--- src/rtl/parking_slot_allocator_pkg.sv ---
// Shared definitions for the parking slot allocator.
// Holds the FSM encodings, default sizes and the gate counter type.
package parking_slot_allocator_pkg;

    localparam int DEF_N_SLOTS     = 3;
    localparam int DEF_GATE_CYCLES = 4;

    localparam logic [0:0] ST_IDLE = 1'b0;
    localparam logic [0:0] ST_GATE = 1'b1;

    typedef logic [3:0] gate_cnt_t;

endpackage

--- src/rtl/parking_slot_allocator_free_slot_encoder.sv ---
// Lowest-index empty slot finder for the parking allocator.
// Purely combinational; any_free is low when every slot is taken.
module free_slot_encoder
    import parking_slot_allocator_pkg::*;
#(
    parameter int N_SLOTS = DEF_N_SLOTS
) (
    input  logic [N_SLOTS-1:0] parked,
    output logic [1:0]         index,
    output logic               any_free
);

    // Scan high to low so the last hit is the lowest free slot.
    always_comb begin
        index    = '0;
        any_free = 1'b0;
        for (int i = N_SLOTS - 1; i >= 0; i--) begin
            if (!parked[i]) begin
                index    = 2'(i);
                any_free = 1'b1;
            end
        end
    end

endmodule

--- src/rtl/parking_slot_allocator.sv ---
// Parking lot slot allocator with entry/exit handshakes and a timed gate.
// Exit requests win over entry; requests are only looked at while idle.
module parking_slot_allocator
    import parking_slot_allocator_pkg::*;
#(
    parameter int N_SLOTS     = DEF_N_SLOTS,
    parameter int GATE_CYCLES = DEF_GATE_CYCLES
) (
    input  logic               clk,
    input  logic               rst_n,
    input  logic               entry_req,
    input  logic               exit_req,
    input  logic [1:0]         exit_slot,
    output logic               entry_ack,
    output logic               entry_deny,
    output logic               exit_ack,
    output logic               exit_err,
    output logic [1:0]         slot_id,
    output logic [N_SLOTS-1:0] parked,
    output logic [1:0]         empty_count,
    output logic               full,
    output logic               gate_open
);

    logic [0:0]         state_q, state_d;
    logic [N_SLOTS-1:0] parked_q, parked_d;
    logic [1:0]         slot_id_q, slot_id_d;
    gate_cnt_t          cnt_q, cnt_d;
    logic               gate_q, gate_d;
    logic               entry_ack_q, entry_ack_d;
    logic               entry_deny_q, entry_deny_d;
    logic               exit_ack_q, exit_ack_d;
    logic               exit_err_q, exit_err_d;

    logic [1:0] free_idx;
    logic       any_free;
    logic       exit_hit;

    free_slot_encoder #(
        .N_SLOTS (N_SLOTS)
    ) u_enc (
        .parked   (parked_q),
        .index    (free_idx),
        .any_free (any_free)
    );

    // Out-of-range slot indices never match, so they land in exit_err.
    always_comb begin
        exit_hit = 1'b0;
        for (int i = 0; i < N_SLOTS; i++) begin
            if (exit_slot == 2'(i)) begin
                exit_hit = parked_q[i];
            end
        end
    end

    always_comb begin
        state_d      = state_q;
        parked_d     = parked_q;
        slot_id_d    = slot_id_q;
        cnt_d        = cnt_q;
        gate_d       = gate_q;
        entry_ack_d  = 1'b0;
        entry_deny_d = 1'b0;
        exit_ack_d   = 1'b0;
        exit_err_d   = 1'b0;
        unique case (state_q)
            ST_IDLE: begin
                if (exit_req) begin
                    if (exit_hit) begin
                        for (int i = 0; i < N_SLOTS; i++) begin
                            if (exit_slot == 2'(i)) begin
                                parked_d[i] = 1'b0;
                            end
                        end
                        exit_ack_d = 1'b1;
                        gate_d     = 1'b1;
                        cnt_d      = gate_cnt_t'(GATE_CYCLES - 1);
                        state_d    = ST_GATE;
                    end else begin
                        exit_err_d = 1'b1;
                    end
                end else if (entry_req) begin
                    if (any_free) begin
                        for (int i = 0; i < N_SLOTS; i++) begin
                            if (free_idx == 2'(i)) begin
                                parked_d[i] = 1'b1;
                            end
                        end
                        slot_id_d   = free_idx;
                        entry_ack_d = 1'b1;
                        gate_d      = 1'b1;
                        cnt_d       = gate_cnt_t'(GATE_CYCLES - 1);
                        state_d     = ST_GATE;
                    end else begin
                        entry_deny_d = 1'b1;
                    end
                end
            end
            default: begin
                if (cnt_q == '0) begin
                    gate_d  = 1'b0;
                    state_d = ST_IDLE;
                end else begin
                    cnt_d = cnt_q - gate_cnt_t'(1);
                end
            end
        endcase
    end

    always_ff @(posedge clk or negedge rst_n) begin
        if (!rst_n) begin
            state_q      <= ST_IDLE;
            parked_q     <= '0;
            slot_id_q    <= '0;
            cnt_q        <= '0;
            gate_q       <= 1'b0;
            entry_ack_q  <= 1'b0;
            entry_deny_q <= 1'b0;
            exit_ack_q   <= 1'b0;
            exit_err_q   <= 1'b0;
        end else begin
            state_q      <= state_d;
            parked_q     <= parked_d;
            slot_id_q    <= slot_id_d;
            cnt_q        <= cnt_d;
            gate_q       <= gate_d;
            entry_ack_q  <= entry_ack_d;
            entry_deny_q <= entry_deny_d;
            exit_ack_q   <= exit_ack_d;
            exit_err_q   <= exit_err_d;
        end
    end

    always_comb begin
        empty_count = '0;
        for (int i = 0; i < N_SLOTS; i++) begin
            if (!parked_q[i]) begin
                empty_count = empty_count + 2'd1;
            end
        end
    end

    assign full       = &parked_q;
    assign parked     = parked_q;
    assign slot_id    = slot_id_q;
    assign gate_open  = gate_q;
    assign entry_ack  = entry_ack_q;
    assign entry_deny = entry_deny_q;
    assign exit_ack   = exit_ack_q;
    assign exit_err   = exit_err_q;

endmodule

--- config.mk ---
export PLATFORM = sky130hd
export DESIGN_NAME = parking_slot_allocator
export DESIGN_NICKNAME = d
export VERILOG_FILES = /design/src/rtl/parking_slot_allocator_pkg.sv /design/src/rtl/parking_slot_allocator_free_slot_encoder.sv /design/src/rtl/parking_slot_allocator.sv
export SDC_FILE = /design/constraint.sdc
export NUM_CORES = 1
export LEC_CHECK = 0
export CORE_MARGIN = 2
export CORE_UTILIZATION = 25
export DETAILED_ROUTE_END_ITERATION = 10
export PLACE_DENSITY = 0.54
export SLEW_MARGIN = 30
export SYNTH_ARGS = -nofsm -noshare
export SYNTH_HDL_FRONTEND = slang
export SYNTH_HIERARCHICAL = 1
export SYNTH_SLANG_ARGS = --single-unit
--- constraint.sdc ---
create_clock -name clk -period 4.6 [get_ports clk]
set_input_delay 0.92 -clock clk [delete_from_list [all_inputs] [get_ports clk]]
set_output_delay 0.92 -clock clk [all_outputs]
set_load 0.05 [all_outputs]
# == After elaboration in Yosys (flattened, before gate mapping) ==
# Index checks and enable logic that the tools add are counted.
# word_totals
register_bits,15
in_bits,6
# classes
mux,51
n_bitwise,2
n_reduce_logical,17
eq_ne,11
n_addsub,3
# ops
op,n
1-bit 2-to-1 mux,36
4-bit 2-to-1 mux,6
6-bit AND reduction,3
3-bit 2-to-1 mux,4
4-bit AND reduction,3
2-bit 2-to-1 mux,5
2-bit by 1-bit != test with 1-bit output (second input constant),5
2-bit nonzero test,5
3-bit nonzero test,2
2-bit by 1-bit adder with 2-bit output (second input constant),2
2-bit by 1-bit equality test with 1-bit output (second input constant),2
2-bit equality test (second input constant),2
2-bit zero test,2
4-bit zero test,1
4-bit by 1-bit subtractor with 4-bit output (second input constant),1
3-bit by 1-bit != test with 1-bit output (second input constant),1
3-bit AND reduction,1
2-bit != test (second input constant),1
1-bit inverter,2

# == Logic depth before layout (Yosys ltp) ==
# Gate-level depths: netlist of run 1.
# depth
ltp_word,8
depth_mapped,7
depth_no_buf,6

# == Modules after synthesis ==
# The synthesis of run 1 kept the hierarchy.
# modules_own_cells
mod,n_inst,cells_per_inst,seq_area_each_um2,area_per_inst_um2
parking_slot_allocator,1,85,375.4,828.3
free_slot_encoder,1,3,0.0,23.8

# == Least setup slack after synthesis of run 1 ==
# Ideal clock, no wire load.
# synth_timing
kind,register to output
from,register parked_q[0] (netlist: parked[0])
to,output empty_count[0]
arrival_ns,1.938
path_buffers,0
path_stages_with_launch,4
path_slack_ns,1.742
t_required_ns,3.680
path_cell_list,dfrtp_1 inv_1 ha_1 xnor2_1
# synth_between
elab_chain_cells,5
# synth_lines
item,line,source
from (decl),parking_slot_allocator.sv:26,"logic [N_SLOTS-1:0] parked_q, parked_d;"
from (signal assigned),parking_slot_allocator.sv:124,parked_q <= parked_d;
1-bit 2-to-1 mux (*),parking_slot_allocator.sv:138,if (!parked_q[i]) begin
2-bit by 1-bit adder with 2-bit output,parking_slot_allocator.sv:139,empty_count = empty_count + 2'd1;
2-bit 2-to-1 mux (*),parking_slot_allocator.sv:138,
2-bit by 1-bit adder with 2-bit output,parking_slot_allocator.sv:139,
2-bit 2-to-1 mux (*),parking_slot_allocator.sv:138,
to (decl),parking_slot_allocator.sv:20,"output logic [1:0] empty_count,"
# Every way passes the cells marked *; elsewhere a longest branch is shown, timed or not.

# == Worst setup path after layout of run 1 ==
# Same ends and word-level chain as after synthesis.

==> impl_summary.md, run 1 <==
Floorplanning
In this run the horizontal extent of the chip is approximately 62 um. The die height is between 60 and 70 um. The number of I/O pins is 19. The number of placement rows is 21. Once the floorplan was initialized, standard cells occupied roughly 26% of the core. The area of the core is between 3000 and 4000 um2.

The die covers around 4000 um2.

Routing
The mean routed wirelength per cell is about 12 um. The via density per instance is about 4.5. The first-pass iteration count of the detailed router is 4. The met2 wire length is roughly 850 um. Summed over all nets, wire length on met3 after detailed routing comes to about 58 um. The number of nets with antenna violations after routing is 0. The detailed-route via count is around 690. In this run, the number of DRC markers left after iteration 0 of detailed routing was 20.

The detailed router put a total of 872 um of wire on met1. For this run, design rule violations remaining after detail routing come to 0. The final wirelength is 1798 um.

The top layer used by detailed routing is met4.

Layout
The net count of the finished layout is about 120. Relative to the synthesized area, the layout overhead comes to 30.10%. The utilization after layout is between 30% and 40%.

The final antenna diode count is 0. Cells with a size suffix above 1 make up a little under an eighth of the layout.

STA
The total count of hold-check failures in the final report is 0. The number of slew-limit violations in the final report is 0. Setup repair after global routing left no endpoint under its margin. The portion of the clock cycle consumed by the worst path in the final layout is 65.33%. The final worst setup slack is about 1.6 ns. The total setup violations reported at the end of the flow is 0. In the final timing run, aggregate negative setup slack is 0 ns.

The worst pin sits at a relative slew slack of around 55%. Clock skew on the completed layout was measured at 0.0007696 ns. Static timing analysis puts the maximum clock frequency at about 0.33 GHz. The slew at the pin with the worst max-slew slack is 0.6754 ns. For the finished layout, the period the worst path requires is around 3 ns.

Placed design
Detailed placement ended at an HPWL of between 1000 and 1500 um. The quantity of I/O buffers inserted on ports is 18. The global placer's final weighted congestion is 0.7536. The setup slack after placement is between 1.5 and 2 ns.

Synthesis
The total nets after synthesis is a little under 100. Summing the sequential cell areas from Yosys gives ~44% of the chip area. In this run the cell area of the synthesized design comes to 852.1 um2. The biggest area consumer among synthesized cells is sky130_fd_sc_hd__dfrtp_1. The number of enable flip-flop cells after synthesis is 0. For this run, the number of Yosys warnings is 6.

Summed over its instances, the top area cell type makes up between 40% and 50% of the synthesized netlist area. The most instantiated flip-flop cell in the synthesis netlist is sky130_fd_sc_hd__dfrtp_1. The fraction of registers with async set or reset after synthesis is between 90% and 100%.

Ranked by total cell area, the synthesized netlist is headed by sky130_fd_sc_hd__dfrtp_1, sky130_fd_sc_hd__nand2_1, sky130_fd_sc_hd__mux2i_1. The netlist uses 34 different library cells. The post-synthesis cell count is roughly 90.

In this run, synthesis produced a sequential element count of 15. The post-synthesis area per instance is 9.683 um2.

Flow run
The max capacitance violation total is 0.

Global route
The global route total overflow is 0. The number of antenna violations at the first check in global routing is 0. The global routing usage summed across all routing layers is under 10%.

The maximum number of pins on one net before global-route repair is 16. The via count of the first global-routing pass is roughly 620. The first global-routing pass estimated roughly 3000 um of wire.

Pwr
Net switching is 49.89% of the power. The switching power summed over all nets is 405.7 uW. In this run the static leakage power is just under 0.0005 uW.

The areal power density over the cells is between 700 and 800 nW/um2. The internal power of the cells is 407.6 uW. VDD sags by at most roughly 180 uV. Of the total power, combinational logic draws 62.2%. The share of total power in the clock network is 9.4%. Per report_power, the sequential group accounts for 28.4% of the total.

Worst hold path
The worst min-delay path category is flop to flop.

Outcome
The run finished with clean final reports.

Clock network
The TritonCTS buffer count is 3. The total setup buffers inserted after CTS is 0. The cell sitting at the root of the clock tree is a sky130_fd_sc_hd__clkbuf_4. CTS built an H-tree with a depth of 1.

The quantity of hold-fixing buffers added after cts is 0. The clock-pin transition on the worst setup and hold timing paths is 0.09 ns. The TritonCTS sink count is 15.

After clock tree synthesis, the repair step resized 0 gates. The source-to-sink clock delay at the later pin of the worst-skew pair is between 0.2 and 0.3 ns. The buffer levels on the longest clock path is 2. TritonCTS built the clock tree.

Critical path
STA puts the critical path data required time at 3.68 ns. The critical path in this run is classified as flop to output pin. STA classifies the critical path startpoint as a flop.

The worst setup path is captured at an output pin. The critical-path maximum fanout is 7. The critical path data arrival time is between 2 and 2.5 ns.
## final timing paths
path                                              from  depth (start not counted)                endpoint  slack [ns]
worst max-delay path             parked[0]$_DFFE_PN0P_                          4          empty_count[0]        1.59
worst min-delay path            slot_id[1]$_DFFE_PN0P_                          2  slot_id[1]$_DFFE_PN0P_        0.48
worst max register to register    cnt_q[0]$_DFFE_PN0P_                          6    cnt_q[1]$_DFFE_PN0P_        3.01
worst min register to register  slot_id[1]$_DFFE_PN0P_                          2  slot_id[1]$_DFFE_PN0P_        0.48
max in group asynchronous                        rst_n                          1   parked[2]$_DFFE_PN0P_        3.13
min in group asynchronous                        rst_n                          1   parked[0]$_DFFE_PN0P_        1.04
## cell usage after synthesis, types with 2 or more instances
cell type,number
sky130_fd_sc_hd__ha_1,3
sky130_fd_sc_hd__nand3_1,2
sky130_fd_sc_hd__o21a_1,2
sky130_fd_sc_hd__o21ai_1,3
sky130_fd_sc_hd__dfrtp_1,15
sky130_fd_sc_hd__a31oi_1,2
sky130_fd_sc_hd__o32ai_1,2
sky130_fd_sc_hd__inv_1,7
sky130_fd_sc_hd__nor2b_1,2
sky130_fd_sc_hd__nor3_1,2
sky130_fd_sc_hd__mux2i_1,4
sky130_fd_sc_hd__o221a_2,2
sky130_fd_sc_hd__o21bai_1,2
sky130_fd_sc_hd__nor2_1,4
sky130_fd_sc_hd__inv_2,2
sky130_fd_sc_hd__nand2_1,15
sky130_fd_sc_hd__o21ai_0,2
## through the flow
stage / hold WS [ns] / instances / area [um2] / total power [uW]
5_1_grt: 0.5185 / 155 / 1109 / 868.9
2_1_floorplan: 0.5060 / 88 / 852.1 / 593.1
4_1_cts: 0.4882 / 155 / 1109 / 823.1
3_5_place_dp: 0.4654 / 151 / 1082 / 743.4
6_report: 0.4800 / 155 / 1109 / 813.3
3_3_place_gp: 0.4612 / 151 / 1082 / 734.2
## sequential cells by signal (all words and copies together) (netlist names)
register / cells
exit_err: 1
slot_id: 2
exit_ack: 1
entry_deny: 1
gate_open: 1
parked: 3
state_q: 1
cnt_q: 4
entry_ack: 1
## metal layers
metal | GRT usage [%] | up-vias
met5 | 0 | -
met4 | 5.833 | 0
met3 | 2.342 | 2
met2 | 14.67 | 19
met1 | 12.36 | 321
li1 | - | 349
## logic make-up after synthesis
| kind of cell | share of synthesized area [%] |
|---|---|
| muxes | 6.461 |
| adders and majority gates | 4.406 |
| AOI/OAI and AO/OA | 17.18 |
| buffers and inverters | 4.847 |
| xor gates and xnor gates | 1.028 |
| DFF | 44.05 |
| and+or+nand+nor | 22.03 |
## area by class of cell
cell class                 instances  area, um2
multi-input combinational         63      435.4
fill                             372       2202
timing repair buffer              18      180.2
inverter                           9      33.78
sequential                        15      375.4
tap                               46      57.56
clock buffer                       4      26.28
## placed cells by master, fill, tap and decap left out, types with 2 or more instances in the layout
master | synthesis | layout
sky130_fd_sc_hd__clkdlybuf4s50_1 | 0 | 18
sky130_fd_sc_hd__nand2_1 | 15 | 15
sky130_fd_sc_hd__dfrtp_1 | 15 | 15
sky130_fd_sc_hd__inv_1 | 7 | 7
sky130_fd_sc_hd__mux2i_1 | 4 | 4
sky130_fd_sc_hd__nor2_1 | 4 | 4
sky130_fd_sc_hd__o21ai_1 | 3 | 3
sky130_fd_sc_hd__ha_1 | 3 | 3
sky130_fd_sc_hd__clkbuf_4 | 0 | 3
sky130_fd_sc_hd__inv_2 | 2 | 2
sky130_fd_sc_hd__o221a_2 | 2 | 2
sky130_fd_sc_hd__nor2b_1 | 2 | 2
sky130_fd_sc_hd__nand3_1 | 2 | 2
sky130_fd_sc_hd__o21a_1 | 2 | 2
sky130_fd_sc_hd__o21ai_0 | 2 | 2
sky130_fd_sc_hd__o21bai_1 | 2 | 2
sky130_fd_sc_hd__nor3_1 | 2 | 2
sky130_fd_sc_hd__o32ai_1 | 2 | 2
sky130_fd_sc_hd__a31oi_1 | 2 | 2
## worst max-delay path, cell delays in order (launching register included)
cell and delay [ns]:
sky130_fd_sc_hd__dfrtp_1 0.45, sky130_fd_sc_hd__inv_1 0.09, sky130_fd_sc_hd__ha_1 0.31, sky130_fd_sc_hd__xnor2_1 0.14, sky130_fd_sc_hd__clkdlybuf4s50_1 0.82
## power by group through the flow
stage          sequential, uW  combinational [uW]  clock [uW]
4_1_cts                   232                 511        80.4
3_5_place_dp              234                 509           0
3_3_place_gp              230                 504           0
5_1_grt                   239                 542        87.6
6_report                  231                 506        76.2
2_1_floorplan             315                 278           0
Power figures use the tool's default switching activity.
==> run 2: changes to the inputs <==
- PLACE_DENSITY: 0.54 -> 0.56
- clock period: 4.6 -> 2.65 ns (I/O delays scaled with it)
==> impl_summary.md, run 2 (synthesis results as in run 1) <==
Outcome
The run finished with clean final reports.

Clock network
The buffer type at the clock tree root is sky130_fd_sc_hd__clkbuf_4. The TritonCTS sink count was 15 (unchanged). The TritonCTS buffer count is 3 (unchanged). The total setup buffers inserted after CTS was 0 (unchanged). The number of gates resized after CTS came to 0 (unchanged). The buffer levels on the longest clock path is 2 (unchanged). The clock-pin transition on the worst setup and hold timing paths is 0.09 ns (about the same). The quantity of hold-fixing buffers added after cts is 0 (unchanged). The source-to-sink clock delay at the later pin of the worst-skew pair is 0.29 ns (about the same). TritonCTS built the clock tree. The number of H-tree branching levels was 1 (unchanged).

Global route
The global route total overflow was 0 (unchanged). The first-pass GRT wire length is 3305 um (+12%). The maximum number of pins on one net before global-route repair came to 16 (unchanged). The global routing usage summed across all routing layers is 10.66% (+1.0 points). The number of antenna violations at the first check in global routing is 0 (unchanged). The via count of the first global-routing pass is 728 (+18%).

Layout
The non-filler instance count after layout is 155 (unchanged). The number of nets at the end of the flow came to 119 (unchanged). The summed area of non-filler cells in the final layout is 1106 um2 (-0.23%). The commonest non-fill, non-tap cell in the layout is sky130_fd_sc_hd__clkdlybuf4s50_1. The area taken by flip-flops and latches is 375.4 um2 (unchanged). Leaving out fill and tap cells, the most frequent cells in the layout are sky130_fd_sc_hd__clkdlybuf4s50_1, sky130_fd_sc_hd__nand2_1, sky130_fd_sc_hd__dfrtp_1, sky130_fd_sc_hd__inv_1.

The final antenna diode count is 0 (unchanged). The largest register by flop count is cnt_q. The area of the multi-input gates is 435.4 um2 (unchanged). The fraction of final layout cells with drive strength greater than 1 is 12.84% (+0.92 points). The area growth from synthesis to layout is 29.81%. The number of filler cells placed in the layout was 360 (-3.2%). The number of flip-flops under the largest register name is 4 (unchanged).

Routing
The mean routed wirelength per cell is 11.57 um (-0.22%). The final routed DRC violation total is 0 (unchanged). The number of nets with antenna violations after routing is 0 (unchanged).

The final wirelength is 1794 um (-0.22%). The via density per instance came to 4.671 (+4.8%). The first-pass iteration count of the detailed router was 4 (unchanged).

The first-iteration detailed-routing DRC count is 23 (+15%). The detailed-route via count is 724 (+4.8%).

Pwr
The areal power density over the cells was 1270 nW/um2 (+73%). The leakage power came to 0.0004825 uW (+0.18%). The peak supply drop was 419.6 uV (+130%).

STA
The number of slew-limit violations in the final report is 0 (unchanged). The slew at the pin with the worst max-slew slack was 0.7013 ns (+0.02590 ns). The headroom to the max-slew limit is 53.10% (-1.7 points). Counting I/O delays and the setup requirement, the final critical path takes ~2.5 ns.

The final setup TNS is 0 ns (unchanged). The total count of hold-check failures in the final report came to 0 (unchanged). Of the available clock period, the critical path in the final layout requires a little over nine tenths. The worst setup skew after layout is 0.0005420 ns (-0.0002275 ns). Setup repair after global routing left no endpoint under its margin.

For this run, the top clock speed supported by timing is approximately 0.4 GHz. The total setup violations reported at the end of the flow is 0 (unchanged).

Placed design
The quantity of I/O buffers inserted on ports is 18 (unchanged). The cell total after placement came to 151 (unchanged). The global placer's final weighted congestion is 0.8482 (+13%). The area of placed instances was 1080 um2 (-0.23%). The HPWL after detailed placement is 1415 um (+3.5%).

Floorplanning
The area of the core is 3311 um2 (unchanged). The die height is 62.38 um (unchanged). The initial standard-cell utilization of the core is 25.74% (unchanged). The full die area is 3891 um2 (unchanged). The die outline width came to 62.38 um (unchanged). The number of I/O pins is 19 (unchanged). The number of placement rows is 21 (unchanged).

Worst hold path
The worst hold path belongs to the class flop to flop. The number of cells on the worst hold path is 2 (unchanged). The worst hold path begins at slot_id[1]$_DFFE_PN0P_.

Critical path
The worst register-to-register path begins at cnt_q[0]$_DFFE_PN0P_. The critical path required time is 2.12 ns (-1.56 ns). Tracing the worst setup path back leads to its startpoint at parked[1]$_DFFE_PN0P_. The setup path with the least slack is of type flop to output pin. The worst setup path is launched from a flop. The category of the worst setup path capture point is an output pin.

The number of cells on the worst reg-to-reg path was 6 (unchanged). The critical path data arrival time is 1.96 ns (-0.13 ns). The critical-path maximum fanout came to 7 (unchanged).

Flow run
The max capacitance violation total is 0 (unchanged).
## run 2: cell types whose count changed in the layout (fill, tap and decap cells not counted), sizes merged
cell and change:
clkdlybuf4s50 -1, buf +1
## run 2: routing by layer
metal  vias up  GRT usage (%)  routed length [um]
li1        351              -                   -
met1       349          13.58                 847
met2        17          16.58                 839
met3         7          1.802                  57
met4         0          7.222                  50
met5         -              0                   0
## run 2: cell type report
type,count,share of cell area (%)
Clock buffer,4,2.376
Tap cell,46,5.204
Inverter,9,3.054
Timing Repair Buffer,18,16.06
Multi-Input combinational cell,63,39.37
Sequential cell,15,33.94
## run 2: through the flow
step	total power, uW	util, %	hold slack [ns]	worst slack (ns)
finish	1405	33.41	0.4773	0.1589
global route	1510	33.41	0.5345	0.03849
CTS	1416	33.41	0.4876	0.1311
detailed placement	1283	32.62	0.4655	0.4063
global placement	1267	32.62	0.4672	0.4448
floorplan	1030	-	0.2344	0.1816
## run 2: path summary, 6_finish.rpt
check / slack, ns / endpoint
setup / recovery: 0.16 / empty_count[1]
hold / removal: 0.48 / slot_id[1]$_DFFE_PN0P_
setup reg to reg: 1.01 / cnt_q[1]$_DFFE_PN0P_
hold reg to reg: 0.48 / slot_id[1]$_DFFE_PN0P_
max in group asynchronous: 1.55 / slot_id[0]$_DFFE_PN0P_
min in group asynchronous: 0.66 / cnt_q[0]$_DFFE_PN0P_
## run 2: worst max-delay path, stage by stage (launching register included)
cell,delay (ns)
sky130_fd_sc_hd__dfrtp_1,0.46
sky130_fd_sc_hd__inv_1,0.11
sky130_fd_sc_hd__ha_1,0.14
sky130_fd_sc_hd__inv_1,0.03
sky130_fd_sc_hd__mux2i_1,0.12
sky130_fd_sc_hd__clkdlybuf4s50_1,0.81
## run 2: power breakdown
group / switching [uW] / internal (uW) / total [uW]
sequential: 92.6 / 311 / 403
clock: 76.1 / 58.5 / 135
combinational: 536 / 331 / 867
total: 705 / 700 / 1400
